==> src/rtl/apu_waveform_generator.sv <==
// apu_waveform_generator
//   Converts the phase accumulator output into an 8-bit unsigned channel
//   sample. Supported waveforms are pulse (four duties), triangle, sawtooth
//   and 15-bit LFSR noise. The level is scaled by a 4-bit volume and muted
//   by a length counter that counts period wraps. Configuration is
//   double-buffered and only becomes active at a period boundary, or at
//   any time while the channel is muted.
//
// Ports
//   i_clk, i_rst      clock; synchronous active-high reset
//   i_phase           32-bit phase word; the step index is i_phase[31:27]
//   i_phase_strobe    one-cycle pulse on each period wrap
//   i_cfg_wave        0 pulse, 1 triangle, 2 sawtooth, 3 noise
//   i_cfg_duty        pulse duty: 0 12.5%, 1 25%, 2 50%, 3 75%
//   i_cfg_volume      amplitude scale 0..15
//   i_cfg_valid       writes wave/duty/volume into the pending config
//   i_length          length counter load value, in period wraps
//   i_length_load     loads the length counter (has priority over decrement)
//   i_length_halt     freezes the length counter while high
//   o_sample          level x volume, 0..225, two cycles after its phase
//   o_sample_valid    high from the second cycle after reset release
//   o_active          length counter nonzero
module apu_waveform_generator #(
    parameter logic [14:0] LFSR_SEED = 15'h0001
) (
    input  logic        i_clk,
    input  logic        i_rst,
    input  logic [31:0] i_phase,
    input  logic        i_phase_strobe,
    input  logic [1:0]  i_cfg_wave,
    input  logic [1:0]  i_cfg_duty,
    input  logic [3:0]  i_cfg_volume,
    input  logic        i_cfg_valid,
    input  logic [7:0]  i_length,
    input  logic        i_length_load,
    input  logic        i_length_halt,
    output logic [7:0]  o_sample,
    output logic        o_sample_valid,
    output logic        o_active
);

    typedef enum logic [1:0] {
        WAVE_PULSE    = 2'd0,
        WAVE_TRIANGLE = 2'd1,
        WAVE_SAWTOOTH = 2'd2,
        WAVE_NOISE    = 2'd3
    } wave_t;

    wave_t       pend_wave, act_wave;
    logic [1:0]  pend_duty, act_duty;
    logic [3:0]  pend_vol,  act_vol;

    logic [7:0]  len, len_next;
    logic [14:0] lfsr;
    logic        copy_cfg;

    logic [4:0]  step_idx;
    logic [3:0]  duty_thresh;
    logic [3:0]  level;
    logic [3:0]  s1_level, s1_vol;
    logic        primed;
    logic        unused_phase_bits;

    always_comb begin
        step_idx          = i_phase[31:27];
        unused_phase_bits = ^i_phase[26:0];
        copy_cfg          = i_phase_strobe || (len == 8'd0);
    end

    always_comb begin
        len_next = len;
        if (i_length_load) begin
            len_next = i_length;
        end else if (i_phase_strobe && !i_length_halt && (len != 8'd0)) begin
            len_next = len - 8'd1;
        end
    end

    always_comb begin
        duty_thresh = 4'd4;
        case (act_duty)
            2'd0: duty_thresh = 4'd1;
            2'd1: duty_thresh = 4'd2;
            2'd2: duty_thresh = 4'd4;
            2'd3: duty_thresh = 4'd6;
            default: duty_thresh = 4'd4;
        endcase
    end

    // Muting looks at the post-update count, so a load of 0 or the final
    // decrementing strobe silences the sample taken in that same cycle.
    always_comb begin
        level = '0;
        case (act_wave)
            WAVE_PULSE:    level = ({1'b0, step_idx[4:2]} < duty_thresh) ? 4'hF : 4'h0;
            WAVE_TRIANGLE: level = step_idx[4] ? step_idx[3:0] : ~step_idx[3:0];
            WAVE_SAWTOOTH: level = step_idx[4:1];
            WAVE_NOISE:    level = lfsr[0] ? 4'h0 : 4'hF;
            default:       level = '0;
        endcase
        if (len_next == 8'd0) begin
            level = '0;
        end
    end

    always_ff @(posedge i_clk) begin
        if (i_rst) begin
            pend_wave      <= WAVE_PULSE;
            pend_duty      <= 2'd2;
            pend_vol       <= '0;
            act_wave       <= WAVE_PULSE;
            act_duty       <= 2'd2;
            act_vol        <= '0;
            len            <= '0;
            lfsr           <= LFSR_SEED;
            s1_level       <= '0;
            s1_vol         <= '0;
            o_sample       <= '0;
            o_active       <= 1'b0;
            primed         <= 1'b0;
            o_sample_valid <= 1'b0;
        end else begin
            if (i_cfg_valid) begin
                pend_wave <= wave_t'(i_cfg_wave);
                pend_duty <= i_cfg_duty;
                pend_vol  <= i_cfg_volume;
            end
            // A write coinciding with the copy condition bypasses pending.
            if (copy_cfg) begin
                if (i_cfg_valid) begin
                    act_wave <= wave_t'(i_cfg_wave);
                    act_duty <= i_cfg_duty;
                    act_vol  <= i_cfg_volume;
                end else begin
                    act_wave <= pend_wave;
                    act_duty <= pend_duty;
                    act_vol  <= pend_vol;
                end
            end

            if (i_phase_strobe) begin
                lfsr <= {lfsr[0] ^ lfsr[1], lfsr[14:1]};
            end

            len      <= len_next;
            o_active <= (len_next != 8'd0);

            s1_level <= level;
            s1_vol   <= act_vol;
            o_sample <= {4'b0000, s1_level} * {4'b0000, s1_vol};

            primed         <= 1'b1;
            o_sample_valid <= primed;
        end
    end

endmodule

==> config.mk <==
export PLATFORM = sky130hd
export DESIGN_NAME = apu_waveform_generator
export DESIGN_NICKNAME = d
export VERILOG_FILES = /design/src/rtl/apu_waveform_generator.sv
export SDC_FILE = /design/constraint.sdc
export NUM_CORES = 1
export LEC_CHECK = 0
export CAP_MARGIN = 40
export CORE_ASPECT_RATIO = 1.25
export CORE_MARGIN = 2
export CORE_UTILIZATION = 50
export CTS_CLUSTER_DIAMETER = 30
export DETAILED_ROUTE_END_ITERATION = 12
export GPL_TIMING_DRIVEN = 0
export PLACE_DENSITY = 0.78
export SLEW_MARGIN = 20
export SYNTH_ARGS = -nofsm -noshare
export SYNTH_HDL_FRONTEND = slang
export SYNTH_SLANG_ARGS = --single-unit
==> constraint.sdc <==
create_clock -name i_clk -period 3.7 [get_ports i_clk]
set_input_delay 0.555 -clock i_clk [delete_from_list [all_inputs] [get_ports i_clk]]
set_output_delay 0.555 -clock i_clk [all_outputs]
set_load 0.01 [all_outputs]
==> impl_metrics.py <==
metrics = {
    "layout": {
        "layout-drive-gt1-share": 0.0632,
        "antenna_cells": 0,
        "nets": 419,
        "final-seq-area_um2": 1160,
        "final_common_cell": "dfxtp_1",
        "synthToLayoutAreaGrowth_pct": 20.1,
        "design_area_um2": 3420,
        "multi_input_area_um2": 1560,
        "final_cell_count_no_fill": 412,
        "layout_common_cells": "58 x dfxtp_1, 42 x nor2_1, 34 x clkdlybuf4s50_1",
        "nFillCells": 488,
    },
    "sta": {
        "hold_viol_final": 0,
        "worstMarginPinSlew_ps": 563,
        "fin_crit_ps": 2950,
        "setup_viol_count_final": 0,
        "slew_viol_final": 0,
        "relSlewSlack": 0.625,
        "setup_tns_ps": 0,
        "fmax_mhz": 339,
        "skew_ps": 7.48,
        "finalCritPeriodShare": 0.798,
        "rsz0062_at_grt": "false",
    },
    "floorplan": {
        "die_w_um": 71.5,
        "initial_core_util": 0.519,
        "num_rows": 30,
        "top_level_ports": 64,
        "core-area_um2": 5480,
        "fp.dieH_um": 88.4,
        "design.die.area_um2": 6320,
    },
    "cts": {
        "cts_tree": "yes",
        "clk_pin_slew_ps": 60,
        "clock_latency_ps": 340,
        "htree_num_levels": 3,
        "clock_tree.root_cell": "clkbuf_8",
        "postCtsSetupRepairBufs": 0,
        "numCtsBuffers": 9,
        "cts_sinks": 58,
        "clockBufferDepth": 2,
        "cts-hold-fix-buffers": 0,
        "cts.repair.resized": 0,
    },
    "detailed_routing": {
        "drtIter0Drc": 62,
        "wl_met2_mm": 2.64,
        "met3_length_um": 244,
        "firstDrtPassIters": 4,
        "ant_nets": 0,
        "highest_layer": "met4",
        "via_per_inst": 5.33,
        "vias": 2196,
        "totalWireLength_mm": 5.46,
        "wl_met1_mm": 2.41,
        "routedWlPerCell_um": 13.3,
        "drc": 0,
    },
    "placed_design": {
        "io_buffers": 34,
        "dpl.hpwl_mm": 3.97,
        "gp_congestion": 0.867,
        "placedInstanceArea_um2": 3270,
        "dp_cells": 398,
    },
    "yosys": {
        "avgSynthCellArea_um2": 9.49,
        "async_reset_ff_frac": 0,
        "syn_nets": 374,
        "yosys.cell_types.count": 49,
        "synth_area_um2": 2850,
        "synth_edf_count": 0,
        "syn_inst": 300,
        "synth_ff_type": "dfxtp_1",
        "ys_ff_latch": 58,
        "ys_seq_area_frac": 0.408,
        "ys_warn_count": 0,
    },
    "critical_path": {
        "cp.arrival_ps": 3180,
        "cp.required_ps": 3930,
        "worstSetupEndpointType": "flop",
        "critPathMaxFanout": 4,
        "worst-setup-path-type": "flop to flop",
        "start_kind": "flop",
    },
    "min_path": {
        "hold_path.class": "flop to flop",
    },
    "grt": {
        "antenna_found_initial": 0,
        "gr-total-overflow": 0,
        "track_usage": 0.189,
        "grt_pass1_wl_mm": 9.20,
        "grt_pass1_vias": 2125,
        "grt_max_degree": 11,
    },
    "status": {
        "status": "finished clean",
    },
    "power": {
        "ir_worst_vdd_mv": 0.282,
        "power.density_nw_per_um2": 408,
        "p_leak_nw": 1.49,
    },
    "flow_run": {
        "max-cap-violations": 0,
    },
}
[kinds of logic (layout without fill, tap and decap cells)]
kind of cell | after synthesis | count (layout) | share of synthesized area
compound gates | 55 | 55 | 0.141
xor+xnor | 8 | 8 | 0.0246
fa+ha+maj | 20 | 20 | 0.0985
buf+inv | 33 | 81 | 0.0453
flops | 58 | 58 | 0.408
mux | 25 | 25 | 0.0884
simple gates | 101 | 101 | 0.194
[worst max-delay path, cell delays in order, from the launching register on]
cell      delay [ps]
dfxtp_1          370
nand2_1           90
fa_1             540
inv_1             60
fa_1             490
ha_1             300
a21o_1           180
a21oi_1          220
o21bai_1          90
a21oi_1          160
mux2_2           350
[layer usage]
layer | vias to the layer above | track usage
met5 | - | 0
li1 | 1126 | -
met3 | 14 | 0.0410
met4 | 0 | 0.120
met1 | 1009 | 0.217
met2 | 47 | 0.320
[path summary, 6_finish.rpt]
| path | startpoint | to | slack (ps) | cells past startpoint |
|---|---|---|---|---|
| worst max-delay path | s1_vol[3] | o_sample[7] | 750 | 10 |
| worst min-delay path | primed | o_sample_valid | 450 | 1 |
| worst max register to register | s1_vol[3] | o_sample[7] | 750 | 10 |
| worst min register to register | primed | o_sample_valid | 450 | 1 |
[sequential cells by signal, indices dropped and copies added, names as in the netlist]
name and cells:
s1_level 4, act_wave 2, s1_vol 4, o_sample 8, act_vol 4, lfsr 15
pend_wave 2, pend_duty 2, o_sample_valid 1, len 8, pend_vol 4, o_active 1
primed 1, act_duty 2
[final cells by class]
class	count	share of cell area
multi-input combinational	209	0.455
sequential	58	0.340
timing repair buffer	34	0.0995
clock buffer	14	0.0446
tap	64	0.0234
inverter	19	0.0209
buffer	14	0.0168
[power by group]
| group | internal, W | leakage [nW] | switching (W) |
|---|---|---|---|
| clock network | 0.000255 | 0.0766 | 0.000224 |
| registers | 0.000662 | 0.476 | 0.0000273 |
| logic | 0.000108 | 0.941 | 0.000119 |
| total | 0.00102 | 1.49 | 0.000370 |
[per-stage QoR]
step | hold slack [ps] | power (W) | worst slack (ps) | util
floorplan | 414 | 0.000852 | 912 | -
global placement | 416 | 0.000922 | 772 | 0.596
detailed placement | 441 | 0.000928 | 761 | 0.596
CTS | 454 | 0.00140 | 719 | 0.624
global route | 479 | 0.00146 | 574 | 0.624
finish | 447 | 0.00140 | 746 | 0.624
[cells in the mapped netlist (all sizes together) (7+ instances only)]
library cell | count | share of area
a31oi | 8 | 0.020
nand2 | 16 | 0.021
dfxtp | 58 | 0.41
a211oi | 10 | 0.026
a21o | 7 | 0.018
clkbuf | 9 | 0.012
ha | 16 | 0.070
inv | 17 | 0.022
nor2 | 42 | 0.055
a21oi | 8 | 0.014
nor2b | 10 | 0.022
mux2i | 24 | 0.084
and2 | 13 | 0.029
Note: power is estimated with default switching activity, not from simulation.
